===== config.mk =====
export PLATFORM = sky130hd
export DESIGN_NAME = axis_mux_user_sq
export DESIGN_NICKNAME = d
export VERILOG_FILES = /design/src/rtl/axis_mux_user_sq_pkg.sv /design/src/rtl/axis_mux_user_sq_meta_queue.sv /design/src/rtl/axis_mux_user_sq.sv
export SDC_FILE = /design/constraint.sdc
export NUM_CORES = 1
export LEC_CHECK = 0
export ABC_AREA = 1
export CORE_AREA = 2 2 495 497
export CTS_BUF_LIST = sky130_fd_sc_hd__clkbuf_8
export CTS_CLUSTER_SIZE = 25
export DETAILED_ROUTE_END_ITERATION = 12
export DIE_AREA = 0 0 497 499
export GPL_ROUTABILITY_DRIVEN = 0
export PLACE_DENSITY = 0.3
export REMOVE_ABC_BUFFERS = 1
export SLEW_MARGIN = 20
export SYNTH_ARGS = -nofsm -noshare
export SYNTH_HDL_FRONTEND = slang
export SYNTH_SLANG_ARGS = --single-unit

===== constraint.sdc =====
create_clock -name aclk -period 2.35 [get_ports aclk]
set_clock_uncertainty 0.1 [all_clocks]
set_input_delay 0.3525 -clock aclk [delete_from_list [all_inputs] [get_ports aclk]]
set_output_delay 0.3525 -clock aclk [all_outputs]
set_load 0.01 [all_outputs]

===== src/rtl/axis_mux_user_sq_pkg.sv =====
// axis_mux_user_sq_pkg
//   Shared types and sizing for the send-queue stream multiplexer:
//   request descriptor layout, data-path widths and a clog2 helper
//   that never returns 0 (so a single-entry select still has a 1-bit index).
package axis_mux_user_sq_pkg;

  localparam int AXI_DATA_BITS   = 512;
  localparam int PID_BITS        = 6;
  localparam int OPCODE_BITS     = 5;
  localparam int DEST_FIELD_BITS = 4;
  localparam int LEN_BITS        = 28;
  localparam int BEAT_LOG_BITS   = $clog2(AXI_DATA_BITS / 8);
  localparam int BLEN_BITS       = LEN_BITS - BEAT_LOG_BITS;

  typedef struct packed {
    logic [OPCODE_BITS-1:0]     opcode;
    logic [PID_BITS-1:0]        pid;
    logic [DEST_FIELD_BITS-1:0] dest;
    logic [LEN_BITS-1:0]        len;
  } req_t;

  localparam int REQ_BITS = $bits(req_t);

  function automatic int clog2s(input int v);
    if (v < 2) return 1;
    return $clog2(v);
  endfunction

endpackage


===== src/rtl/axis_mux_user_sq_meta_queue.sv =====
// axis_mux_user_sq_meta_queue
//   One-entry valid/ready register used to forward accepted requests.
//   A full entry can be replaced in the same cycle it is popped.
// Ports:
//   aclk, aresetn          clock, async active-low reset
//   s_valid/s_ready/s_data push side
//   m_valid/m_ready/m_data pop side
module axis_mux_user_sq_meta_queue #(
  parameter int DATA_BITS = 1
) (
  input  logic                 aclk,
  input  logic                 aresetn,
  input  logic                 s_valid,
  output logic                 s_ready,
  input  logic [DATA_BITS-1:0] s_data,
  output logic                 m_valid,
  input  logic                 m_ready,
  output logic [DATA_BITS-1:0] m_data
);

  logic                 full_C;
  logic [DATA_BITS-1:0] data_C;

  assign s_ready = ~full_C | m_ready;
  assign m_valid = full_C;
  assign m_data  = data_C;

  always_ff @(posedge aclk or negedge aresetn) begin
    if (!aresetn) begin
      full_C <= 1'b0;
      data_C <= '0;
    end else if (s_valid && s_ready) begin
      full_C <= 1'b1;
      data_C <= s_data;
    end else if (m_ready) begin
      full_C <= 1'b0;
    end
  end

endmodule


===== src/rtl/axis_mux_user_sq.sv =====
// axis_mux_user_sq
//   Merges N_SRCS user send streams into one outbound stream, one request
//   at a time, in request order. Each accepted request is forwarded through
//   a one-entry meta register and gates exactly ceil(len/beat) beats from
//   the source selected by its dest field.
// Ports:
//   aclk, aresetn                  clock, async active-low reset
//   s_sq_valid/ready/data          incoming request (req_t, flattened)
//   m_sq_valid/ready/data          forwarded request, registered
//   s_axis_send_*                  per-source data, flattened by index
//   m_axis_*                       merged outbound data
// Build option:
//   AXIS_MUX_SQ_LAST_GEN_EN  when defined, tlast is generated from the beat
//                            count; otherwise source tlast is passed through.
//
// state   | meaning
// ST_IDLE | no transfer active, data path closed
// ST_MUX  | forwarding beats from source dest_C until cnt_C reaches 0
module axis_mux_user_sq import axis_mux_user_sq_pkg::*; #(
  parameter int N_SRCS = 1
) (
  input  logic                             aclk,
  input  logic                             aresetn,
  input  logic                             s_sq_valid,
  output logic                             s_sq_ready,
  input  logic [REQ_BITS-1:0]              s_sq_data,
  output logic                             m_sq_valid,
  input  logic                             m_sq_ready,
  output logic [REQ_BITS-1:0]              m_sq_data,
  input  logic [N_SRCS-1:0]                s_axis_send_tvalid,
  output logic [N_SRCS-1:0]                s_axis_send_tready,
  input  logic [N_SRCS*AXI_DATA_BITS-1:0]  s_axis_send_tdata,
  input  logic [N_SRCS*AXI_DATA_BITS/8-1:0] s_axis_send_tkeep,
  input  logic [N_SRCS-1:0]                s_axis_send_tlast,
  input  logic [N_SRCS*PID_BITS-1:0]       s_axis_send_tid,
  output logic                             m_axis_tvalid,
  input  logic                             m_axis_tready,
  output logic [AXI_DATA_BITS-1:0]         m_axis_tdata,
  output logic [AXI_DATA_BITS/8-1:0]       m_axis_tkeep,
  output logic                             m_axis_tlast
);

  localparam int DEST_BITS = clog2s(N_SRCS);

  typedef enum logic {ST_IDLE, ST_MUX} state_t;

  state_t                state_C, state_N;
  logic [BLEN_BITS-1:0]  cnt_C, cnt_N;
  logic [DEST_BITS-1:0]  dest_C, dest_N;
  logic [PID_BITS-1:0]   pid_C, pid_N;

  req_t                  req;
  logic                  dest_ok;
  logic [LEN_BITS-1:0]   len_m1;
  logic [BLEN_BITS-1:0]  cnt_load;
  logic                  q_ready;
  logic                  acc;
  logic                  hs;
  logic                  tr_done;

  logic                        sel_tvalid;
  logic [AXI_DATA_BITS-1:0]    sel_tdata;
  logic [AXI_DATA_BITS/8-1:0]  sel_tkeep;
  logic                        sel_tlast;

  assign req      = req_t'(s_sq_data);
  assign dest_ok  = 32'(req.dest) < N_SRCS;
  assign len_m1   = req.len - LEN_BITS'(1);
  // A zero length still moves one beat.
  assign cnt_load = (req.len == '0) ? '0 : BLEN_BITS'(len_m1 >> BEAT_LOG_BITS);

  assign hs      = m_axis_tvalid & m_axis_tready;
  assign tr_done = hs & (cnt_C == '0);
  // Out-of-range requests are consumed here but never pushed or muxed.
  assign acc        = s_sq_valid & q_ready & ((state_C == ST_IDLE) | tr_done);
  assign s_sq_ready = acc;

  axis_mux_user_sq_meta_queue #(
    .DATA_BITS (REQ_BITS)
  ) u_meta_queue (
    .aclk    (aclk),
    .aresetn (aresetn),
    .s_valid (acc & dest_ok),
    .s_ready (q_ready),
    .s_data  (s_sq_data),
    .m_valid (m_sq_valid),
    .m_ready (m_sq_ready),
    .m_data  (m_sq_data)
  );

  always_ff @(posedge aclk or negedge aresetn) begin
    if (!aresetn) begin
      state_C <= ST_IDLE;
      cnt_C   <= '0;
      dest_C  <= '0;
      pid_C   <= '0;
    end else begin
      state_C <= state_N;
      cnt_C   <= cnt_N;
      dest_C  <= dest_N;
      pid_C   <= pid_N;
    end
  end

  always_comb begin
    state_N = state_C;
    cnt_N   = cnt_C;
    dest_N  = dest_C;
    pid_N   = pid_C;
    if (state_C == ST_MUX && hs) begin
      if (cnt_C != '0) cnt_N = cnt_C - BLEN_BITS'(1);
      else             state_N = ST_IDLE;
    end
    // A new request loaded on the tr_done cycle overrides the IDLE return.
    if (acc && dest_ok) begin
      state_N = ST_MUX;
      cnt_N   = cnt_load;
      dest_N  = req.dest[DEST_BITS-1:0];
      pid_N   = req.pid;
    end
  end

  always_comb begin
    sel_tvalid         = 1'b0;
    sel_tdata          = '0;
    sel_tkeep          = '0;
    sel_tlast          = 1'b0;
    s_axis_send_tready = '0;
    for (int i = 0; i < N_SRCS; i++) begin
      if (32'(dest_C) == i) begin
        sel_tvalid            = s_axis_send_tvalid[i];
        sel_tdata             = s_axis_send_tdata[i*AXI_DATA_BITS +: AXI_DATA_BITS];
        sel_tkeep             = s_axis_send_tkeep[i*(AXI_DATA_BITS/8) +: AXI_DATA_BITS/8];
        sel_tlast             = s_axis_send_tlast[i];
        s_axis_send_tready[i] = (state_C == ST_MUX) & m_axis_tready;
      end
    end
  end

  assign m_axis_tvalid = (state_C == ST_MUX) & sel_tvalid;
  assign m_axis_tdata  = sel_tdata;
  assign m_axis_tkeep  = sel_tkeep;

  // Source tid and the latched pid are carried for bookkeeping only.
`ifdef AXIS_MUX_SQ_LAST_GEN_EN
  assign m_axis_tlast = (state_C == ST_MUX) & (cnt_C == '0);
  logic unused_sig;
  assign unused_sig = ^{pid_C, req.opcode, s_axis_send_tid, sel_tlast};
`else
  assign m_axis_tlast = (state_C == ST_MUX) & sel_tlast;
  logic unused_sig;
  assign unused_sig = ^{pid_C, req.opcode, s_axis_send_tid};
`endif

endmodule


==> Word level (Yosys, flattened, before mapping) <==
Index checks and enable logic that the tools add are counted.
W data, S select, Z words.
{ "totals": {"word_cells": 46, "output_inout_bits": 624, "reg_bits": 68, "in_bits": 632} }
{ "classes": {"reduce_logical": 11, "n_mux": 14, "n_lt_le_gt_ge": 1, "eq_ne": 1, "n_addsub": 2, "bitwise": 12} }
{ "op_table": {"columns": ["cell", "count"], "rows": [
  ["$mux W512", 1],
  ["$mux W22", 4],
  ["$mux W64", 1],
  ["$logic_not A28 Y1", 1],
  ["$sub A28 B1 Y28 const B", 1],
  ["$logic_not A22 Y1", 1],
  ["$reduce_bool A22 Y1", 1],
  ["$sub A22 B1 Y22 const B", 1],
  ["$and A1 B1 Y1", 8],
  ["$mux W1", 8],
  ["$reduce_bool A2 Y1", 3],
  ["$lt A4 B1 Y1 const B", 1],
  ["$reduce_and A2 Y1", 2],
  ["$logic_and A1 B1 Y1", 3],
  ["$ne A2 B1 Y1 const B", 1],
  ["$not A1 Y1", 2],
  ["$or A1 B1 Y1", 2]
]} }

==> Longest topological paths before layout <==
Gate-level depths: netlist of run 1.
{ "logic_depth": {"word_depth": 9, "depth_mapped": 12, "depth_no_buf": 11} }

==> Modules after synthesis <==
A second synthesis of run 1 with hierarchy kept.
{ "hier_totals": {"cells_unflattened": 1821, "area_unflattened_um2": 8753.4} }
{ "by_module_without_submodules": {"columns": ["mod", "cells_each", "n_inst", "area_per_inst_um2"], "rows": [
  ["axis_mux_user_sq", 1631, 1, 6966.7],
  ["axis_mux_user_sq_meta_queue", 190, 1, 1786.7]
]} }

==> Worst setup path before layout of run 1 <==
Ideal clock, no wire load.
{ "synth_path": {"kind": "register -> register", "from": "register cnt_C[0]", "to": "register u_meta_queue.data_C[32], in the netlist u_meta_queue.m_data[32]", "period_less_slack_ns": 1.764, "arrival_ns": 1.547, "stages_incl_launch_ff": 12, "path_slack_ns": 0.586, "required_ns": 2.134, "path_cell_list": "dfrtp_1 -> inv_1 -> ha_1 -> nand2_1 -> nor2_1 -> nand4_1 -> nand2_2 -> nand3_4 -> buf_6 -> buf_2 -> nand2_1 -> nand2_1"} }
{ "synth_between": {"elab_chain_cells": 6} }
{ "synth_lines": {"columns": ["item", "line", "source"], "rows": [
  ["start: declaration", "axis_mux_user_sq.sv:48", "logic [BLEN_BITS-1:0] cnt_C, cnt_N;"],
  ["start signal: assignment", "axis_mux_user_sq.sv:99", "cnt_C <= cnt_N;"],
  ["$logic_not A22 Y1", "axis_mux_user_sq.sv:73", "assign tr_done = hs & (cnt_C == '0);"],
  ["$and A1 B1 Y1", "axis_mux_user_sq.sv:73", null],
  ["$or A1 B1 Y1", "axis_mux_user_sq.sv:75", "assign acc = s_sq_valid & q_ready & ((state_C == ST_IDLE) | tr_done);"],
  ["$and A1 B1 Y1", "axis_mux_user_sq.sv:75", null],
  ["$and A1 B1 Y1", "axis_mux_user_sq.sv:83", ".s_valid (acc & dest_ok),"],
  ["$logic_and A1 B1 Y1", "axis_mux_user_sq_meta_queue.sv:32", "end else if (s_valid && s_ready) begin"],
  ["end signal: assignment", "axis_mux_user_sq_meta_queue.sv:34", "data_C <= s_data;"],
  ["end: declaration", "axis_mux_user_sq_meta_queue.sv:22", "logic [DATA_BITS-1:0] data_C;"]
]} }
No other way between the ends.
A chain may end at the register's enable or synchronous reset.

==> Worst setup path after layout of run 1 <==
{ "layout_path": {"from": "register dest_C", "to": "output port m_axis_tdata[361]"} }
{ "layout_between": {"elab_chain_cells": 1} }
{ "layout_lines": {"columns": ["item", "line", "source"], "rows": [
  ["start: declaration", "axis_mux_user_sq.sv:49", "logic [DEST_BITS-1:0] dest_C, dest_N;"],
  ["start signal: assignment", "axis_mux_user_sq.sv:100", "dest_C <= dest_N;"],
  ["$mux W512", "axis_mux_user_sq.sv:130", "if (32'(dest_C) == i) begin"],
  ["end: declaration", "axis_mux_user_sq.sv:38", "output logic [AXI_DATA_BITS-1:0] m_axis_tdata,"]
]} }
No other way between the ends.

==> results of run 1 <==
==> cells in the mapped netlist <==
cell                       number
sky130_fd_sc_hd__nand3_4        1
sky130_fd_sc_hd__clkinv_1       1
sky130_fd_sc_hd__o21bai_1       1
sky130_fd_sc_hd__nor3_1         1
sky130_fd_sc_hd__dfrtp_1       68
sky130_fd_sc_hd__nand4_1        9
sky130_fd_sc_hd__nand2_2        2
sky130_fd_sc_hd__o21ai_1       19
sky130_fd_sc_hd__nand3_1       50
sky130_fd_sc_hd__xor2_1        13
sky130_fd_sc_hd__nor2_1       663
sky130_fd_sc_hd__a21oi_1        4
sky130_fd_sc_hd__inv_2          3
sky130_fd_sc_hd__buf_1          2
sky130_fd_sc_hd__xnor2_1        8
sky130_fd_sc_hd__o21ai_0       19
sky130_fd_sc_hd__buf_2          9
sky130_fd_sc_hd__nand2_1      225
sky130_fd_sc_hd__nor4_2         1
sky130_fd_sc_hd__buf_6          6
sky130_fd_sc_hd__or2_2          2
sky130_fd_sc_hd__clkbuf_1      65
sky130_fd_sc_hd__nor2_4         1
sky130_fd_sc_hd__inv_1        624
sky130_fd_sc_hd__and2_1         1
sky130_fd_sc_hd__nor2_2         3
sky130_fd_sc_hd__ha_1           2
sky130_fd_sc_hd__o21a_1         1
==> cells by family after synthesis <==
group | after synthesis
XOR/XNOR | 21
adder cells (fa/ha/maj) | 2
AND/OR/NAND/NOR | 959
flip-flops | 68
buffers and inverters | 710
AO/OA/AOI/OAI | 44
==> cell usage in the layout (no fill, tap or decap), types with 65 or more instances in the layout <==
master | Yosys | layout
sky130_fd_sc_hd__dfrtp_1 | 68 | 67
sky130_fd_sc_hd__buf_2 | 9 | 105
sky130_fd_sc_hd__nor2_1 | 663 | 350
sky130_fd_sc_hd__nor2_2 | 3 | 121
sky130_fd_sc_hd__diode_2 | 0 | 65
sky130_fd_sc_hd__clkbuf_2 | 0 | 95
sky130_fd_sc_hd__buf_6 | 6 | 71
sky130_fd_sc_hd__clkdlybuf4s50_1 | 0 | 665
sky130_fd_sc_hd__inv_1 | 624 | 622
sky130_fd_sc_hd__buf_4 | 0 | 170
sky130_fd_sc_hd__nor2_4 | 1 | 196
sky130_fd_sc_hd__nand2_1 | 225 | 224
sky130_fd_sc_hd__buf_12 | 0 | 213
==> stage by stage <==
step	cells	instance area, µm²
floorplan	1722	8230
global placement	6295	27500
detailed placement	6295	27500
CTS	6371	29900
global route	6417	30500
finish	6452	30500
==> critical path, stage by stage, from the launching register on <==
cell and delay (ns):
sky130_fd_sc_hd__dfrtp_4 0.49, sky130_fd_sc_hd__buf_12 0.17, sky130_fd_sc_hd__buf_16 0.17, sky130_fd_sc_hd__buf_12 0.14, sky130_fd_sc_hd__buf_12 0.13, sky130_fd_sc_hd__buf_16 0.15, sky130_fd_sc_hd__nor2_4 0.16, sky130_fd_sc_hd__buf_12 0.15
==> registers in the layout (all words and copies together), names as in the netlist <==
| name | count |
|---|---|
| state_C | 1 |
| u_meta_queue.m_data | 43 |
| u_meta_queue.m_valid | 1 |
| dest_C | 1 |
| cnt_C | 22 |
==> layout make-up <==
| type | instances | area share |
|---|---|---|
| repair buffers | 1448 | 0.530 |
| multi-input cells | 1026 | 0.195 |
| well taps | 3202 | 0.131 |
| inverters | 628 | 0.0775 |
| flip-flops and latches | 68 | 0.0558 |
| diodes | 65 | 0.00533 |
| clock buffers | 9 | 0.00406 |
| clock inverters | 6 | 0.00139 |
==> worst min-delay path by stage <==
stage	endpoint	slack (ns)	cells past startpoint	start
4_1_cts	u_meta_queue.m_data[40]$_DFFE_PN0P_	0.38	3	s_sq_data[40]
6_report	u_meta_queue.m_data[29]$_DFFE_PN0P_	0.38	2	u_meta_queue.m_data[29]$_DFFE_PN0P_
5_1_grt	u_meta_queue.m_data[40]$_DFFE_PN0P_	0.39	3	s_sq_data[40]
3_3_place_gp	u_meta_queue.m_data[30]$_DFFE_PN0P_	0.33	1	aresetn
3_5_place_dp	u_meta_queue.m_data[30]$_DFFE_PN0P_	0.33	1	aresetn
2_1_floorplan	cnt_C[0]$_DFFE_PN0P_	-0.04	0	aresetn
==> metal layers <==
metal / up-vias / global-route usage
li1: 7719 / -
met1: 7897 / 0.152
met2: 1297 / 0.312
met3: 609 / 0.135
met4: 184 / 0.0493
met5: - / 0.00733
==> timing repair <==
item | in CTS | in global routing
setup endpoints to repair | 497 | 522
cloned | 29 | 17
hold buffers | 1 | 0
gates resized for setup | 1185 | 570
setup buffers | 31 | 6
endpoints found under the hold margin | 18 | 0
pin swaps | 60 | 34
==> where the power goes <==
part / switching, µW / internal, µW / total, µW
Sequential: 228 / 1520 / 1750
Combinational: 3380 / 3270 / 6660
Clock: 562 / 377 / 940
Total: 4170 / 5180 / 9350
==> impl_results.rst, run 1 <==
.. list-table::
   :header-rows: 1

   * - Metric
     - Value
   * - Netlist cell types
     - 28
   * - Sequential area share after synthesis
     - 0.198
   * - Lkg Pwr
     - around 0.015 µW
   * - Fillers
     - ~28k
   * - Final Slew Violations
     - 0
   * - Startpoint of the worst setup timing path
     - dest_C$_DFFE_PN0P_
   * - Clock Path Buffers
     - 2
   * - Wire length of the first global-routing pass
     - around 270 mm
   * - Summed instance area of the synthesized netlist
     - 8590 µm²
   * - Floorplan die width
     - approximately 500 µm
   * - Dominant combinational cell family by area after synthesis
     - simple AND/OR/NAND/NOR gates
   * - Sort of element at the end of the critical path
     - output port
   * - Area of the die
     - 248,000 µm²
   * - Pre-CTS setup slack
     - -0.372 ns
   * - Post-Synthesis Mean Instance Area
     - ~4.8 µm²
   * - Routed WL
     - 228 mm
   * - Type of element launching the critical path
     - flip-flop
   * - Seq cells post-synth
     - slightly below 70
   * - Net total in the final layout
     - ~3.8k
   * - Register area
     - between 1500 and 2000 µm²
   * - Reg clk slew, reported paths
     - 0.08 ns
   * - Critical path endpoint
     - m_axis_tdata[361]
   * - Ratio of final minimum period to clock period
     - 1.03
   * - Port Buffer Count
     - 1,249
   * - Routed met1 length
     - around 71 mm
   * - Post-synthesis xor/xnor area fraction
     - 0.0214
   * - Setup repair after global routing missed its margin
     - yes
   * - Synth Area in Compound Gates
     - 0.0262
   * - Dominant cell type by area after synthesis
     - sky130_fd_sc_hd__nor2_1
   * - Initial cell density of the core
     - 0.0354
   * - Floorplan row count
     - 181
   * - H-tree depth
     - 3
   * - Arrival @ worst endpoint
     - around 2.0 ns
   * - Overall via count from detail_route
     - 17.7k
   * - Outcome
     - finished with violations
   * - Count of mapped cells out of synthesis
     - about 1.8k
   * - Synth top area share
     - 0.290
   * - Pwr per Cell Area
     - a little over 300 nW/µm²
   * - Pre-antenna DRT Iters
     - 5
   * - Total DRC errors in the routed layout
     - 0
   * - Least-Margin Pin Slew
     - about 0.67 ns
   * - Routed len/inst
     - around 35 µm
   * - Routed length on met3
     - around 36 mm
   * - Adder-cell share of the synthesized area
     - 0.00291
   * - Synthesized-area fraction occupied by and/or/nand/nor cells
     - 0.435
   * - Detailed Place HPWL
     - 210 mm
   * - Post-synthesis mux area share
     - 0
   * - Largest driver fanout on the critical path
     - 7
   * - Layout overhead on the synthesized area
     - 255%
   * - Post-layout worst setup margin
     - -0.0821 ns
   * - Reg2Reg Setup Slack
     - 0.17 ns
   * - CTS tree
     - yes
   * - Multi-input gate area in the final layout
     - between 5000 and 6000 µm²
   * - Final setup TNS
     - -1.02 ns
   * - Synth Warn #
     - 0
   * - Leading post-synthesis cells by cell area
     - sky130_fd_sc_hd__nor2_1, sky130_fd_sc_hd__inv_1, sky130_fd_sc_hd__dfrtp_1
   * - Post-DR vias/cell
     - about 2.7
   * - Clock buffer count from CTS
     - 9
   * - Power Total
     - 9350 µW
   * - Final setup violating endpoints
     - 37
   * - CTS sink count
     - slightly below 70
   * - Number of maximum-capacitance violations
     - 0
   * - Gr ovfl total
     - 0
   * - Violations in the final reports
     - setup timing
   * - Final Hold Fails
     - 0
   * - End of the worst register-to-register path
     - cnt_C[6]$_DFFE_PN0P_
   * - Relative slew margins
     - 0.555
   * - Number of antenna-violating nets in the routed design
     - 0
   * - Worst EP required
     - between 1.5 and 2 ns
   * - Uppermost metal layer occupied by signal nets
     - met5
   * - Number of global-route vias before repair
     - between 15k and 20k
   * - Clock root cell
     - sky130_fd_sc_hd__clkbuf_8
   * - Final hold slack
     - 0.378 ns
   * - Area of the core
     - 243,000 µm²
   * - All-layer global routing usage
     - 0.176
   * - Initial antenna violation count
     - around 350
   * - Upper clock frequency limit
     - between 0.4 and 0.5 GHz
   * - Share of post-route cells with drive strength above 1
     - 0.336
   * - Final core utilization
     - 0.126
   * - Pin count of the biggest net entering global routing
     - 45
   * - Die boundary height
     - ~500 µm
   * - DRC marker count from the first detailed-route iteration
     - between 800 and 900
   * - Worst setup path category
     - flip-flop to output port
   * - Detailed route wirelength on metal2
     - 111 mm
   * - Worst R2R Start
     - dest_C$_DFFE_PN0P_
   * - Time the worst path needs with I/O delays and setup
     - between 2 and 2.5 ns
   * - Class of the tightest hold or removal check
     - flip-flop to flip-flop
   * - Cells on worst reg2reg path
     - 12
   * - Clock latency of the later-clocked register in the worst-skew pair
     - 0.37 ns
   * - I/O pin cnt
     - ~1.3k
   * - Max rail drop VDD
     - approximately 0.00021 V
Note: power is estimated with default switching activity, not from simulation.
==> run 2: changes to the inputs <==
--- a/config.mk
+++ b/config.mk
@@ -6,11 +6,11 @@
 export NUM_CORES = 1
 export LEC_CHECK = 0
 export ABC_AREA = 1
-export CORE_AREA = 2 2 495 497
+export CORE_AREA = 5 5 484 486
 export CTS_BUF_LIST = sky130_fd_sc_hd__clkbuf_8
 export CTS_CLUSTER_SIZE = 25
 export DETAILED_ROUTE_END_ITERATION = 12
-export DIE_AREA = 0 0 497 499
+export DIE_AREA = 0 0 489 491
 export GPL_ROUTABILITY_DRIVEN = 0
 export PLACE_DENSITY = 0.3
 export REMOVE_ABC_BUFFERS = 1
==> run 2 against run 1 <==
The flow still finishes with violations (setup timing); critical path depth up 2; worst hold slack worse by 0.032 ns; setup slack lost 0.18 ns; non-clock buffer count up 36; core utilization rose by 0.39 points; via count fell by 2.6%; sequential share of layout area increased by 0.15 points; combinational power fell by 11%; cell area is 2.6% lower; flip-flop and latch count is the same; global-route usage decreased by 3.2 points; cell count down 2.4%.
==> impl_results.rst, run 2 (same netlist as run 1, synthesis figures left out) <==
.. list-table::
   :header-rows: 1

   * - Metric
     - Value
   * - I/O pin cnt
     - approximately 1.3k
   * - Largest stage delay, worst path
     - about 0.50 ns
   * - Pin count of the biggest net entering global routing
     - roughly 70
   * - Routed len/inst
     - 30.4 µm
   * - Arrival @ worst endpoint
     - ~2.2 ns
   * - Detailed Place HPWL
     - ~170 mm
   * - Fillers
     - ~27k
   * - Multi-input gate area in the final layout
     - 5830 µm²
   * - Least-Margin Pin Slew
     - around 0.47 ns
   * - Register area
     - ~1700 µm²
   * - Commonest non-fill, non-tap cells in the layout
     - sky130_fd_sc_hd__clkdlybuf4s50_1, sky130_fd_sc_hd__inv_1, sky130_fd_sc_hd__nor2_1, sky130_fd_sc_hd__nand2_1, sky130_fd_sc_hd__nor2_4
   * - Routed WL
     - roughly 190 mm
   * - Pwr per Cell Area
     - between 300 and 400 nW/µm²
   * - Post-layout worst setup margin
     - -0.261 ns
   * - H-tree depth
     - 3
   * - Net total in the final layout
     - a little under 4k
   * - Time the worst path needs with I/O delays and setup
     - 2.61 ns
   * - Class of the tightest hold or removal check
     - input pin to flip-flop
   * - All-layer global routing usage
     - 0.144
   * - CTS sink count
     - 68
   * - Total placed instance area
     - around 26,000 µm²
   * - Clock buffer count from CTS
     - 9
   * - Post-DR vias/cell
     - between 2 and 3
   * - Max rail drop VDD
     - approximately 0.00034 V
   * - Layout overhead on the synthesized area
     - 246%
   * - Outcome
     - finished with violations
   * - Final non-filler cell area
     - between 20,000 and 30,000 µm²
   * - DRC marker count from the first detailed-route iteration
     - 774
   * - Number of maximum-capacitance violations
     - 0
   * - Worst setup path category
     - flip-flop to output port
   * - Pre-antenna DRT Iters
     - 5
   * - Lkg Pwr
     - between 0.015 and 0.02 µW
   * - Crit path top cell by count
     - sky130_fd_sc_hd__buf_6
   * - Crit-path cells
     - buf_12 > buf_6 > buf_16 > buf_16 > clkbuf_16 > buf_6 > buf_6 > nor2_1 > buf_2
   * - Share of post-route cells with drive strength above 1
     - 0.315
   * - Total DRC errors in the routed layout
     - 0
   * - Relative slew margins
     - 0.689
   * - Clock root cell
     - sky130_fd_sc_hd__clkbuf_8
   * - Area of the core
     - between 200,000 and 250,000 µm²
   * - Sort of element at the end of the critical path
     - output port
   * - Largest driver fanout on the critical path
     - 7
   * - Initial antenna violation count
     - 302
   * - Wire length of the first global-routing pass
     - roughly 220 mm
   * - Final Hold Fails
     - 0
   * - Floorplan row count
     - 176
   * - Upper clock frequency limit
     - 0.383 GHz
   * - Max reg flops
     - 43
   * - Port Buffer Count
     - between 1k and 1.5k
   * - Final setup violating endpoints
     - 254
   * - Max stage delay cell, worst path
     - sky130_fd_sc_hd__dfrtp_4
   * - Post-route non-filler standard cell count
     - 6,300
   * - CTS tree
     - yes
   * - Violations in the final reports
     - setup timing
   * - Clock latency of the later-clocked register in the worst-skew pair
     - 0.42 ns
   * - Area of the die
     - roughly 240,000 µm²
   * - Reg clk slew, reported paths
     - ~0.10 ns
   * - Floorplan die width
     - about 500 µm
   * - Post-placement cell count
     - between 6k and 7k
   * - Final Slew Violations
     - 0
   * - Leading cell type in the layout, fill and taps excluded
     - sky130_fd_sc_hd__clkdlybuf4s50_1
   * - Ratio of final minimum period to clock period
     - 1.11
   * - Number of global-route vias before repair
     - 16.7k
   * - Overall via count from detail_route
     - between 15k and 20k
   * - Die boundary height
     - slightly below 500 µm
   * - Initial cell density of the core
     - 0.0375
   * - Clock Path Buffers
     - 2
   * - Worst EP required
     - around 1.9 ns
   * - Setup repair after global routing missed its margin
     - yes
   * - Gr ovfl total
     - 0
   * - Type of element launching the critical path
     - flip-flop
   * - Number of antenna-violating nets in the routed design
     - 0
==> run 2: cell type report <==
class                      count  share of cell area
timing repair buffer        1484               0.527
antenna                       52             0.00437
tap                         3026               0.127
multi-input combinational   1026               0.196
sequential                    68              0.0573
clock buffer                  10             0.00463
clock inverter                 6             0.00374
inverter                     628              0.0797
==> run 2: worst max-delay path: cells and delay by family (launching register included) <==
| family | cells | cell delay [ns] |
|---|---|---|
| buffers and inverters | 8 | 1.11 |
| AND/OR/NAND/NOR | 1 | 0.08 |
| flip-flops | 1 | 0.50 |
==> run 2: worst paths after layout <==
kind                                                     startpoint                                   to  slack, ns  depth (start not counted)
worst max-delay path                             dest_C$_DFFE_PN0P_                     m_axis_tdata[20]      -0.26                          9
worst min-delay path                                  s_sq_data[39]  u_meta_queue.m_data[39]$_DFFE_PN0P_       0.35                          3
worst max register to register                   dest_C$_DFFE_PN0P_                cnt_C[14]$_DFFE_PN0P_       0.11                         14
worst min register to register  u_meta_queue.m_data[31]$_DFFE_PN0P_  u_meta_queue.m_data[31]$_DFFE_PN0P_       0.38                          2
max in group asynchronous                                   aresetn                   dest_C$_DFFE_PN0P_       1.35                          3
min in group asynchronous                                   aresetn  u_meta_queue.m_data[24]$_DFFE_PN0P_       0.39                          3
==> run 2: per-stage QoR <==
step / TNS, ns / total power, µW / worst slack (ns) / hold slack, ns / util
after global placement: -24.52 / 7740 / -0.601 / 0.345 / 0.113
after CTS: -179.60 / 9190 / -0.503 / 0.271 / 0.115
after floorplan: -5061.17 / 3460 / -8.73 / -0.0431 / -
after global routing: -55.30 / 9700 / -0.358 / 0.310 / 0.129
final: -21.37 / 9050 / -0.261 / 0.346 / 0.130
after detailed placement: -19.17 / 7720 / -0.491 / 0.346 / 0.113
==> run 2: what timing repair did <==
item | 4_1_cts | 5_1_grt
hold endpoints to repair | 68 | 0
pin swaps | 2 | 120
hold buffers | 1 | 0
endpoints found under the setup margin | 562 | 580
resized for setup | 330 | 1543
cloned | 7 | 41
setup buffers | 8 | 71
==> run 2: where the power goes <==
part	switching, µW	internal [µW]	total (µW)
registers	232	1520	1760
clock network	637	736	1370
logic	2870	3050	5930
==> run 2: layer usage <==
metal | global-route usage | up-vias | part of all wire
met2 | 0.266 | 1073 | 0.50
met3 | 0.110 | 473 | 0.15
met1 | 0.125 | 7724 | 0.32
met4 | 0.0193 | 206 | 0.021
li1 | - | 7774 | -
met5 | 0 | - | 0.0072
